$ cat src/rtl/tagged_flux_fifo_pkg.sv
// Shared types and helpers for the tagged multi-flux FIFO.
package flux_pkg;

  localparam int DEF_FLUX       = 2;
  localparam int DEF_DATA_WIDTH = 27;
  localparam int DEF_DEPTH      = 16;

  // At least one tag bit, even for degenerate flux counts.
  function automatic int tag_width(input int flux);
    return (flux <= 2) ? 1 : $clog2(flux);
  endfunction

  localparam int DEF_TAG_WIDTH = tag_width(DEF_FLUX);
  localparam int DEF_PTR_WIDTH = $clog2(DEF_DEPTH);

  typedef struct packed {
    logic [DEF_TAG_WIDTH-1:0]  tag;
    logic [DEF_DATA_WIDTH-1:0] payload;
  } tagged_word_t;

  typedef struct packed {
    logic [DEF_PTR_WIDTH-1:0] wr_ptr;
    logic [DEF_PTR_WIDTH-1:0] rd_ptr;
    logic [DEF_PTR_WIDTH:0]   count;
  } flux_state_t;

endpackage

$ cat src/rtl/tagged_flux_fifo_queue.sv
// Single-flux circular buffer; a write to a full queue lands only alongside a same-cycle pop.
module flux_queue #(
  parameter int DATA_WIDTH = 27,
  parameter int DEPTH      = 16
) (
  input  logic                  clk,
  input  logic                  rst,
  input  logic                  wr_en,
  input  logic                  rd_en,
  input  logic [DATA_WIDTH-1:0] din,
  output logic [DATA_WIDTH-1:0] head,
  output logic                  empty,
  output logic                  full
);

  localparam int PW = $clog2(DEPTH);

  typedef struct packed {
    logic [PW-1:0] wr_ptr;
    logic [PW-1:0] rd_ptr;
    logic [PW:0]   count;
  } state_t;

  state_t                r_st;
  logic [DATA_WIDTH-1:0] r_mem [DEPTH];
  logic                  w_pop;
  logic                  w_push;

  assign w_pop  = rd_en && !empty;
  assign w_push = wr_en && (!full || w_pop);

  always_ff @(posedge clk) begin
    if (rst) begin
      r_st <= '0;
    end else begin
      if (w_push) r_st.wr_ptr <= r_st.wr_ptr + 1'b1;
      if (w_pop)  r_st.rd_ptr <= r_st.rd_ptr + 1'b1;
      r_st.count <= r_st.count + (PW+1)'(w_push) - (PW+1)'(w_pop);
    end
  end

  always_ff @(posedge clk) begin
    if (w_push) r_mem[r_st.wr_ptr] <= din;
  end

  assign head  = r_mem[r_st.rd_ptr];
  assign empty = (r_st.count == '0);
  assign full  = (r_st.count == (PW+1)'(DEPTH));

endmodule

$ cat src/rtl/tagged_flux_fifo.sv
// Tagged multi-flux FIFO: demuxes {tag,data} writes into FLUX queues and re-tags the selected head.
// Optional sticky error flags are built when TAGGED_FIFO_ERR_EN is defined.
module tagged_flux_fifo
  import flux_pkg::*;
#(
  parameter int FLUX       = 2,
  parameter int DATA_WIDTH = 27,
  parameter int DEPTH      = 16,
  parameter int TAG_WIDTH  = tag_width(FLUX)
) (
  input  logic                          clk,
  input  logic                          rst,
  input  logic [TAG_WIDTH+DATA_WIDTH-1:0] din,
  input  logic                          write,
  output logic [FLUX-1:0]               full,
  output logic [TAG_WIDTH+DATA_WIDTH-1:0] dout,
  input  logic [FLUX-1:0]               read,
  output logic [FLUX-1:0]               empty
`ifdef TAGGED_FIFO_ERR_EN
  ,
  output logic [FLUX-1:0]               overflow_err,
  output logic [FLUX-1:0]               underflow_err,
  output logic                          multi_read_err
`endif
);

  localparam int DW = TAG_WIDTH + DATA_WIDTH;

  logic [TAG_WIDTH-1:0]  w_tag;
  logic [DATA_WIDTH-1:0] w_payload;
  logic [FLUX-1:0]       w_wr_en;
  logic [FLUX-1:0]       w_rd_en;
  logic [TAG_WIDTH-1:0]  w_sel;
  logic [DATA_WIDTH-1:0] w_head [FLUX];
  logic [DATA_WIDTH-1:0] w_head_sel;

  assign w_tag     = din[DW-1 -: TAG_WIDTH];
  assign w_payload = din[DATA_WIDTH-1:0];

  // Tags with no matching flux select nothing, so such writes drop out here.
  always_comb begin
    w_wr_en = '0;
    for (int f = 0; f < FLUX; f++) begin
      w_wr_en[f] = write && (w_tag == TAG_WIDTH'(f));
    end
  end

  // Lowest read wins; otherwise lowest non-empty; otherwise flux 0.
  always_comb begin
    w_sel = '0;
    for (int f = FLUX-1; f >= 0; f--) begin
      if (!empty[f]) w_sel = TAG_WIDTH'(f);
    end
    if (|read) begin
      for (int f = FLUX-1; f >= 0; f--) begin
        if (read[f]) w_sel = TAG_WIDTH'(f);
      end
    end
  end

  always_comb begin
    w_rd_en    = '0;
    w_head_sel = '0;
    for (int f = 0; f < FLUX; f++) begin
      w_rd_en[f] = read[f] && (w_sel == TAG_WIDTH'(f));
      if (w_sel == TAG_WIDTH'(f)) w_head_sel = w_head[f];
    end
  end

  assign dout = {w_sel, w_head_sel};

  for (genvar g = 0; g < FLUX; g++) begin : g_queue
    flux_queue #(
      .DATA_WIDTH(DATA_WIDTH),
      .DEPTH     (DEPTH)
    ) u_queue (
      .clk  (clk),
      .rst  (rst),
      .wr_en(w_wr_en[g]),
      .rd_en(w_rd_en[g]),
      .din  (w_payload),
      .head (w_head[g]),
      .empty(empty[g]),
      .full (full[g])
    );
  end

`ifdef TAGGED_FIFO_ERR_EN
  logic [FLUX-1:0] w_ovf_set;
  logic [FLUX-1:0] w_udf_set;
  logic            w_mre_set;
  logic            w_tag_ok;
  logic [FLUX-1:0] r_ovf;
  logic [FLUX-1:0] r_udf;
  logic            r_mre;

  always_comb begin
    w_tag_ok  = 1'b0;
    w_ovf_set = '0;
    for (int f = 0; f < FLUX; f++) begin
      if (w_tag == TAG_WIDTH'(f)) w_tag_ok = 1'b1;
      w_ovf_set[f] = w_wr_en[f] && full[f] && !(w_rd_en[f] && !empty[f]);
    end
    w_ovf_set[0] = w_ovf_set[0] || (write && !w_tag_ok);
  end

  assign w_udf_set = read & empty;
  assign w_mre_set = ((read & (read - 1'b1)) != '0);

  always_ff @(posedge clk) begin
    if (rst) begin
      r_ovf <= '0;
      r_udf <= '0;
      r_mre <= 1'b0;
    end else begin
      r_ovf <= r_ovf | w_ovf_set;
      r_udf <= r_udf | w_udf_set;
      r_mre <= r_mre | w_mre_set;
    end
  end

  assign overflow_err   = r_ovf;
  assign underflow_err  = r_udf;
  assign multi_read_err = r_mre;
`endif

endmodule

$ cat config.mk
export PLATFORM = sky130hd
export DESIGN_NAME = tagged_flux_fifo
export DESIGN_NICKNAME = d
export VERILOG_FILES = /design/src/rtl/tagged_flux_fifo_pkg.sv /design/src/rtl/tagged_flux_fifo_queue.sv /design/src/rtl/tagged_flux_fifo.sv
export SDC_FILE = /design/constraint.sdc
export NUM_CORES = 1
export LEC_CHECK = 0
export ABC_CLOCK_PERIOD_IN_PS = 4130
export BUFFER_PORTS_ARGS = -buffer_cell sky130_fd_sc_hd__clkbuf_2
export CAP_MARGIN = 20
export CORE_ASPECT_RATIO = 1.25
export CORE_MARGIN = 1.5
export CORE_UTILIZATION = 65
export CTS_BUF_LIST = sky130_fd_sc_hd__clkbuf_4 sky130_fd_sc_hd__clkbuf_8
export CTS_CLUSTER_DIAMETER = 60
export CTS_CLUSTER_SIZE = 16
export DETAILED_ROUTE_END_ITERATION = 12
export PLACE_DENSITY = 0.9
export REMOVE_ABC_BUFFERS = 1
export SYNTH_ARGS = -nofsm -noshare
export SYNTH_HDL_FRONTEND = slang
export SYNTH_SLANG_ARGS = --single-unit
$ cat constraint.sdc
create_clock -name clk -period 4.13 [get_ports clk]
set_input_delay 0.2065 -clock clk [delete_from_list [all_inputs] [get_ports clk]]
set_output_delay 0.2065 -clock clk [all_outputs]
set_load 0.01 [all_outputs]
* Word level (Yosys, flattened, before mapping)
Memory sizes are Yosys's and may differ from the RTL's. A register that Yosys moved wholly into a read port is not among the register bits.
Index checks and enable logic that the tools add are counted.
** Operators by class
- Add/subtract/negate cells :: 8
- Equal/unequal tests :: 2
- Muxes and demuxes :: 14
- Bitwise logic cells :: 2
- Reduce and logical (&&, ||, !) cells :: 17
** Operators by type and width (count)
- $mux 27 :: 1
- $add 4x1->4 const B :: 4
- $mux 4 :: 4
- $add 5x1->5 :: 2
- $eq 5x5->1 const B :: 2
- $logic_not 5->1 :: 2
- $sub 5x1->5 :: 2
- $mux 1 :: 9
- $logic_and 1x1->1 :: 8
- $logic_not 1->1 :: 4
- $logic_or 1x1->1 :: 2
- $not 1->1 :: 2
- $reduce_or 2->1 :: 1
** Word-level totals
- Register bits :: 26
- RAM bits :: 864
- Input bits :: 33
- Output and inout port bits :: 32
- Word-level logic and storage cells :: 51
- Memories :: 2
** Memories
- g_queue[0].u_queue.r_mem :: depth 16, bits a word 27, read ports 1, clocked after Yosys merged registers in 1, write ports 1, line tagged_flux_fifo_queue.sv:25 : logic [DATA_WIDTH-1:0] r_mem [DEPTH];
- g_queue[1].u_queue.r_mem :: depth 16, bits a word 27, read ports 1, clocked after Yosys merged registers in 1, write ports 1, line tagged_flux_fifo_queue.sv:25

* Logic depth before layout (Yosys ltp)
Gate-level depths: netlist of run 1.
- Depth after elaboration :: 13
- Gate-level depth with buffers :: 13
- Gate-level depth less buffers :: 13

* By module
Synthesis of run 1 repeated with hierarchy kept, for this count alone.
** Unflattened totals
- Cell total of the unflattened synthesis :: 1577
- Area total of the unflattened synthesis :: 34830.9 um^2
** By module, submodules not included
- flux_queue at g_queue[1].u_queue :: times used 1, cells an instance 771, area an instance 17172.7 um^2, seq. area each 13312.8 um^2
- flux_queue at g_queue[0].u_queue :: times used 1, cells an instance 768, area an instance 17170.2 um^2, seq. area each 13312.8 um^2
- tagged_flux_fifo :: times used 1, cells an instance 38, area an instance 488.0 um^2, seq. area each 0.0 um^2

* Worst setup path after synthesis of run 1
OpenSTA, ideal clock, no wires.
- Path kind :: reg-to-reg
- Start point :: register g_queue[1].u_queue.r_st[2] in the netlist's numbering
- End point :: memory g_queue[1].u_queue.r_mem[15][0] (enable)
- Library setup time :: 0.445 ns
- Arrival time :: 3.255 ns
- Data required time :: 3.685 ns
- Path slack :: 0.430 ns
- Cell stages (with the launch flop) :: 7
- Buffers on the path :: 0
- Clock period less this slack :: 3.700 ns
- Cells stage by stage :: dfxtp_1 -> inv_1 -> ha_1 -> and4bb_2 -> a21oi_1 -> nand2_1 -> nor3_1
** On the way
- Elaborated cells on any way between the ends :: 15
- Those cells by class :: eq/ne (1); mux (7); reduce/logical (7)
** RTL lines
- from (decl) :: line tagged_flux_fifo_queue.sv:24 : state_t r_st;
- $eq 5x5->1 :: line tagged_flux_fifo_queue.sv:48 : assign full = (r_st.count == (PW+1)'(DEPTH));
- net g_queue[1].u_queue.full :: line tagged_flux_fifo_queue.sv:13 : output logic full
- $logic_not 1->1 :: line tagged_flux_fifo_queue.sv:30 : assign w_push = wr_en && (!full || w_pop);
- $logic_or 1x1->1 :: line tagged_flux_fifo_queue.sv:30
- $logic_and 1x1->1 :: line tagged_flux_fifo_queue.sv:30
- net g_queue[1].u_queue.w_push :: line tagged_flux_fifo_queue.sv:27 : logic w_push;
- $mux 1 :: line tagged_flux_fifo_queue.sv:43 : if (w_push) r_mem[r_st.wr_ptr] <= din;
- $mux 1 (implied by the code) :: line tagged_flux_fifo_queue.sv:43
- to (decl) :: line tagged_flux_fifo_queue.sv:25
The timed path passes the listed nets, and every way through them passes these cells.

==> qor.txt, run 1 <==
root buffer cell - clkbuf_8
DRC - 0
Worst setup SP type - flip-flop
H-tree Lvls - 3
Die W - 210 µm
Filler Cells Inserted - 2,701
hold_sp - read[0]
WP data arrival - 3.45 ns
total CTS buffers - 66
GRT Total Usage - 29.3%
average size of a mapped cell - 21.3 µm²
Initial Util - 66.0%
Met1 Wirelength - 26.6 mm
period utilisation layout - 88.6%
max_slew headroom - 29.3%
Post-CTS Resized - 0
DRT antenna net count - 0
Via Count - 17,500
multi-input logic area - 7840 µm²
largest net degree at the start of global routing - 59
initial antenna violation count - 4
share of cells above drive strength 1 - 26.2%
Synth area leader - edfxtp_1
Combinational Power Share - 17.2%
area grow syn2layout - 7.04%
worst-case reg-to-reg path depth - 11
Sw Ratio - 25.9%
die height - 262 µm
PwrDens - 473 nW/µm²
Psw - 4.57 mW
Most used DFF post-synth - edfxtp_1
Hold Vio Cnt, Final - 0
outcome - finished, final reports clean
RSZ-0062 raised after global routing - no
endpoint type of the worst setup path - output pin
vias in the first global route - 18,000
Seq/Total Area, Yosys - 76.4%
Lkg Pwr - 11.6 nW
Post-Synthesis Cells - 1,638
hold-critical path depth - 3
CP Data Required Time - 3.92 ns
Max Clk Rate - 273 MHz
Clock power frac - 24.4%
Post-synth EDFFs - 864
reg2reg end - g_queue[0].u_queue.r_st[4]
Min-Delay Path Class - input pin to flip-flop
Port Buffers - 64
Synth async-reset ratio - 0%
Syn. warnings - 0
Int Power - 13.1 mW
post-synthesis register bit count - 898
FF-to-FF setup slack - 0.93 ns
PnR Total Power - 17.6 mW
Max Slew Vio Count - 0
top layer in use - met5
crit path time final - 3.66 ns
Core Area - 52,800 µm²
clk_lat worst skew - 0.67 ns
Met3 Routed Length - 9.39 mm
Via density - 7.24
sequential power share - 58.4%
met2 WL - 41.1 mm
Slew @ Worst Pin - 1.06 ns
Yosys cell types - 41
post-synth top area share - 74.4%
GRT overflow - 0
placed instance area - 36,200 µm²
CTS Sinks - 898
DR WL/cell - 33.6 µm
Post-Route WL - 81.4 mm
register area - 26,600 µm²
synthesized cell area - 34,900 µm²
max capacitance violation total - 0
Layout Nets - 1,791
Worst-path clk slew - 0.10 ns
final setup fails - 0
# IOs - 65
Worst Path Max Fanout - 28
first-pass GRT wire length - 115 mm
clk_skew - 0.0257 ns
Worst Path Class, Setup - flip-flop to output pin
Detailed Routing Iterations Pass 1 - 5
CTS tree - built
Core Rows - 94
FF-to-FF Start - g_queue[0].u_queue.r_st[2]
GPL Wtd Cong - 0.814
full die area - 55,100 µm²
Detail Placement HPWL - 45.0 mm
final instance area - 37,300 µm²
Peak supply drop - 0.000342 V
Initial DRC Count - 2,722
top post-synthesis cells by area - edfxtp_1 (74%), mux4_2 (12%), mux2i_1 (2.4%)
CTS max path bufs - 3
==> metal layers <==
metal  GRT usage, %  vias to the layer above
met4           14.8                        6
met2           49.5                     1427
li1               -                     6888
met3           5.13                      298
met1           37.4                     8920
met5              0                        -
==> worst max-delay path by stage <==
stage / slack (ns) / startpoint / end
finish: 0.47 / flip-flop / dout[8]
global route: 0.36 / flip-flop / dout[8]
CTS: 0.47 / flip-flop / dout[23]
detailed placement: 1.06 / g_queue[0].u_queue.r_st[2] / g_queue[0].u_queue.r_st[4]
global placement: 1.24 / flip-flop / dout[8]
floorplan: -1.65 / flip-flop / dout[0]
==> flip-flops by register name (all words and copies together) (netlist names), named ones only <==
name                   cells
g_queue.u_queue.r_mem    864
g_queue.u_queue.r_st      26
==> layout make-up <==
| cell class | count | area share (%) |
|---|---|---|
| flip-flops and latches | 898 | 71.4 |
| clock inverters | 4 | 0.0905 |
| inverters | 24 | 0.241 |
| repair buffers | 122 | 2.28 |
| multi-input cells | 623 | 21.0 |
| diodes | 1 | 0.00670 |
| well taps | 672 | 2.25 |
| clock buffers | 79 | 2.75 |
==> power by group through the flow <==
stage               sequential (mW)  combinational [mW]  clock [mW]
global route                   10.3                3.19        4.58
CTS                            10.3                2.99        4.28
global placement               10.5                2.80           0
floorplan                      10.7                1.85           0
detailed placement             10.5                2.95           0
finish                         10.3                3.04        4.30
==> cells in the mapped netlist (all sizes together) (9+ instances only) <==
library cell / count
nand2: 9
a22o: 54
mux4: 189
nor2b: 10
ha: 21
nand2b: 30
nor3: 14
dfxtp: 34
a221oi: 27
buf: 49
nor2: 66
inv: 24
edfxtp: 864
mux2i: 83
a22oi: 27
mux2: 27
a21oi: 9
xnor2: 10
clkbuf: 44
==> placed cells by master (no fill, tap or decap), drive strengths merged, types with 7 or more instances in the layout <==
| cell type | instances |
|---|---|
| nand2b | 30 |
| nand2 | 9 |
| nor2b | 10 |
| a21oi | 9 |
| mux2 | 27 |
| xor2 | 7 |
| mux2i | 83 |
| ha | 21 |
| nor2 | 66 |
| nand3 | 7 |
| mux4 | 189 |
| a22oi | 27 |
| xnor2 | 10 |
| buf | 55 |
| nor3 | 14 |
| a221oi | 27 |
| dfxtp | 34 |
| a22o | 54 |
| inv | 25 |
| edfxtp | 864 |
| clkbuf | 143 |
==> critical path, cell delays in order, from the launching register on <==
cell and delay (ns):
dfxtp_4 0.77, buf_12 0.33, mux4_2 0.52, mux2_2 0.29
a22oi_1 0.36, mux2i_1 0.27, clkbuf_2 0.20
==> what timing repair did <==
| action | CTS | global route |
|---|---|---|
| setup buffers | 0 | 0 |
| hold buffers | 3 | 0 |
| hold endpoints to repair | 2 | 0 |
==> stage by stage <==
step | hold WS, ns | worst slack (ns) | util (%) | std cells | setup TNS (ns)
2_1_floorplan | 0.273 | -1.65 | - | 1545 | -44.55
3_3_place_gp | 0.484 | 1.24 | 68.5 | 2334 | 0
3_5_place_dp | 0.521 | 1.06 | 68.5 | 2334 | 0
4_1_cts | 0.0246 | 0.472 | 70.6 | 2420 | 0
5_1_grt | 0.0861 | 0.361 | 70.7 | 2423 | 0
6_report | 0.0928 | 0.471 | 70.7 | 2423 | 0
==> cell families after synthesis <==
kind of cell / after synthesis / synth area share (%)
flip-flops: 898 / 76.4
multiplexers: 299 / 15.5
AND/OR/NAND/NOR: 155 / 2.25
AO/OA/AOI/OAI: 129 / 2.98
buffers and inverters: 117 / 1.65
adder cells (fa/ha/maj): 23 / 0.868
XOR/XNOR: 17 / 0.427
No activity file was read; power rests on OpenSTA's default activity.
==> inputs of run 2 (changes only) <==
--- a/config.mk
+++ b/config.mk
@@ -19,4 +19,5 @@
 export REMOVE_ABC_BUFFERS = 1
 export SYNTH_ARGS = -nofsm -noshare
 export SYNTH_HDL_FRONTEND = slang
+export SYNTH_HIERARCHICAL = 1
 export SYNTH_SLANG_ARGS = --single-unit
==> qor.txt, run 2 <==
Layout Nets - 1,725 (was 1,791)
CTS tree - built (unchanged)
Via density - 7.22 (was 7.24)
Core Area - 52,800 µm² (unchanged)
Seq/Total Area, Yosys - 76.4% (about the same)
RSZ-0062 raised after global routing - no (unchanged)
WP data arrival - 3.37 ns (was 3.45 ns)
Initial Util - 66.0% (about the same)
Port Buffers - 64 (unchanged)
Post-CTS Setup Inserts - 0 (unchanged)
Synth area leader - edfxtp_1 (unchanged)
Syn. warnings - 6 (was 0)
Detailed Routing Iterations Pass 1 - 6 (was 5)
largest net degree at the start of global routing - 64 (was 59)
DRC - 0 (unchanged)
H-tree Lvls - 3 (unchanged)
# IOs - 65 (unchanged)
CTS max path bufs - 3 (unchanged)
reg2reg end - g_queue[1].u_queue/r_st[4] (was g_queue[0].u_queue.r_st[4])
top post-synthesis cells by area - edfxtp_1 (74%), mux4_2 (14%), dfxtp_1 (2.0%) (was edfxtp_1 (74%), mux4_2 (12%), mux2i_1 (2.4%))
Largest register FFs - 864 (unchanged)
most common cell after layout, fill and taps aside - edfxtp_1 (unchanged)
final setup fails - 0 (unchanged)
average size of a mapped cell - 22.1 µm² (was 21.3 µm²)
Filler Cells Inserted - 2,723 (was 2,701)
hold-critical path depth - 5 (was 3)
first-pass GRT wire length - 112 mm (was 115 mm)
Largest Register - g_queue.u_queue/r_mem (was g_queue.u_queue.r_mem)
worst hold path endpoint - g_queue[0].u_queue/r_st[11]
Post-Synthesis Cells - 1,577 (was 1,638)
period utilisation layout - 86.6% (was 88.6%)
hold_sp - write (was read[0])
Peak supply drop - 0.000306 V (was 0.000342 V)
vias in the first global route - 17,500 (was 18,000)
DR WL/cell - 33.7 µm (was 33.6 µm)
post-synth top area share - 74.5% (was 74.4%)
hold slack final - 0.0957 ns (was 0.0928 ns)
Place WS - 0.765 ns (was 1.06 ns)
DRT antenna net count - 0 (unchanged)
FF-to-FF Start - g_queue[1].u_queue/r_st[2] (was g_queue[0].u_queue.r_st[2])
CP Data Required Time - 3.92 ns (about the same)
Worst Path Class, Setup - flip-flop to output pin (unchanged)
Slew @ Worst Pin - 1.19 ns (was 1.06 ns)
outcome - finished, final reports clean (unchanged)
Worst setup SP type - flip-flop (unchanged)
GRT overflow - 0 (unchanged)
Post-synth EDFFs - 864 (unchanged)
GRT Total Usage - 28.7% (was 29.3%)
Synth async-reset ratio - 0% (unchanged)
full die area - 55,000 µm² (was 55,100 µm²)
Detail Placement HPWL - 43.2 mm (was 45.0 mm)
register area - 26,600 µm² (about the same)
Yosys cell types - 43 (was 41)
Commonest cells post-synth - edfxtp_1 (864), mux4_2 (216), a22oi_1 (68) (was edfxtp_1 (864), mux4_2 (189), mux2i_1 (83))
Initial DRC Count - 2,275 (was 2,722)
multi-input logic area - 7760 µm² (was 7840 µm²)
PwrDens - 486 nW/µm² (was 473 nW/µm²)
synthesized cell area - 34,800 µm² (was 34,900 µm²)
initial antenna violation count - 2 (was 4)
Core Rows - 94 (unchanged)
Post-Route WL - 79.5 mm (was 81.4 mm)
Most used DFF post-synth - edfxtp_1 (unchanged)
post-synthesis register bit count - 898 (unchanged)
Max Slew Vio Count - 0 (unchanged)
Die W - 210 µm (about the same)
max_slew headroom - 20.3% (was 29.3%)
root buffer cell - clkbuf_8 (unchanged)
max capacitance violation total - 0 (unchanged)
Max Clk Rate - 280 MHz (was 273 MHz)
FF-to-FF setup slack - 0.68 ns (was 0.93 ns)
Worst-path clk slew - 0.10 ns (about the same)
endpoint type of the worst setup path - output pin (unchanged)
area grow syn2layout - 6.81% (was 7.04%)
Setup WS post-layout - 0.554 ns (was 0.471 ns)
crit path time final - 3.58 ns (was 3.66 ns)
clk_lat worst skew - 0.68 ns (was 0.67 ns)
share of cells above drive strength 1 - 29.8% (was 26.2%)
worst-case reg-to-reg path depth - 12 (was 11)
clk_skew - 0.0206 ns (was 0.0257 ns)
die height - 262 µm (about the same)
Via Count - 17,000 (was 17,500)
total CTS buffers - 66 (unchanged)
top-count cell post-synth - edfxtp_1 (unchanged)
CTS Sinks - 898 (unchanged)
Lkg Pwr - 11.5 nW (was 11.6 nW)
most frequent cells in the layout - edfxtp_1 (864), mux4_2 (216), clkbuf_8 (72) (was edfxtp_1 (864), mux4_2 (189), mux2i_1 (83))
GPL Wtd Cong - 0.827 (was 0.814)
Min-Delay Path Class - input pin to flip-flop (unchanged)
Hold Vio Cnt, Final - 0 (unchanged)
Top Registers - g_queue.u_queue/r_mem: 864 flops, g_queue.u_queue/r_st: 26 flops (was g_queue.u_queue.r_mem: 864 flops, g_queue.u_queue.r_st: 26 flops)
Worst Path Max Fanout - 51 (was 28)
[run 2: changes by cell type after synthesis, moves of 10 or more]
cell | previous run | this run
mux2_4 | 0 | 19
mux2i_1 | 83 | 2
nand2b_1 | 30 | 0
a22oi_1 | 27 | 68
mux2_2 | 27 | 8
and2_1 | 5 | 15
a22oi_2 | 0 | 40
nand2_1 | 9 | 61
mux4_2 | 189 | 216
nor2_1 | 65 | 35
clkbuf_1 | 44 | 31
a22o_1 | 54 | 0
a221oi_1 | 27 | 0
[run 2: final cells by class]
type	count	share of cell area [%]
antenna	2	0.0135
clock buffer	81	2.85
clock inverter	4	0.135
inverter	21	0.212
multi-input combinational	575	20.9
sequential	898	71.6
tap	672	2.26
timing repair buffer	106	2.06
[run 2: layer usage]
layer / vias up / track usage [%] / wire length (µm)
li1: 6694 / - / -
met1: 8802 / 35.1 / 26500
met2: 1280 / 49.8 / 41500
met3: 258 / 4.77 / 7780
met4: 0 / 15.2 / 3660
met5: - / 0 / 0
[run 2: timing repair]
action	in CTS	in global routing
resized for setup	0	0
hold endpoints to repair	7	0
hold buffers	2	0
[run 2: worst max-delay path by stage]
stage                                          start                          to  cells past startpoint
final                                      flip-flop                    dout[20]                      6
after global routing                       flip-flop                    dout[20]                      6
after CTS                                  flip-flop                    dout[20]                      6
after detailed placement  g_queue[1].u_queue/r_st[2]  g_queue[1].u_queue/r_st[4]                     12
after global placement    g_queue[1].u_queue/r_st[3]  g_queue[1].u_queue/r_st[4]                     12
after floorplan                            flip-flop                     dout[6]                      4
[run 2: through the flow]
stage | instances | utilization, % | area (µm²) | total power [mW] | setup TNS, ns
detailed placement | 2267 | 68.2 | 36000 | 13.8 | 0
global placement | 2266 | 68.1 | 36000 | 13.6 | 0
global route | 2359 | 70.4 | 37200 | 18.6 | 0
floorplan | 1494 | - | 34300 | 13.1 | -47.50
finish | 2359 | 70.4 | 37200 | 18.1 | 0
CTS | 2354 | 70.3 | 37100 | 18.1 | 0
[run 2: logic make-up after synthesis]
group                    synth area share, %
AO/OA/AOI/OAI                           3.23
AND/OR/NAND/NOR                         2.23
XOR/XNOR                               0.453
buffers and inverters                   1.63
multiplexers                            15.1
adder cells (fa/ha/maj)                0.905
flip-flops                              76.4
[run 2: report_power, final]
part	internal, mW	leakage, nW	switching, mW
combinational	1.67	2.90	1.77
sequential	10.1	8.06	0.158
clock	1.73	0.583	2.66
total	13.5	11.5	4.59
[run 2: worst max-delay path, stage by stage, from the launching register on]
cell      delay [ns]
dfxtp_4         0.74
buf_12          0.40
mux4_2          0.58
a22oi_1         0.28
nand2_1         0.13
mux2_4          0.29
clkbuf_2        0.15
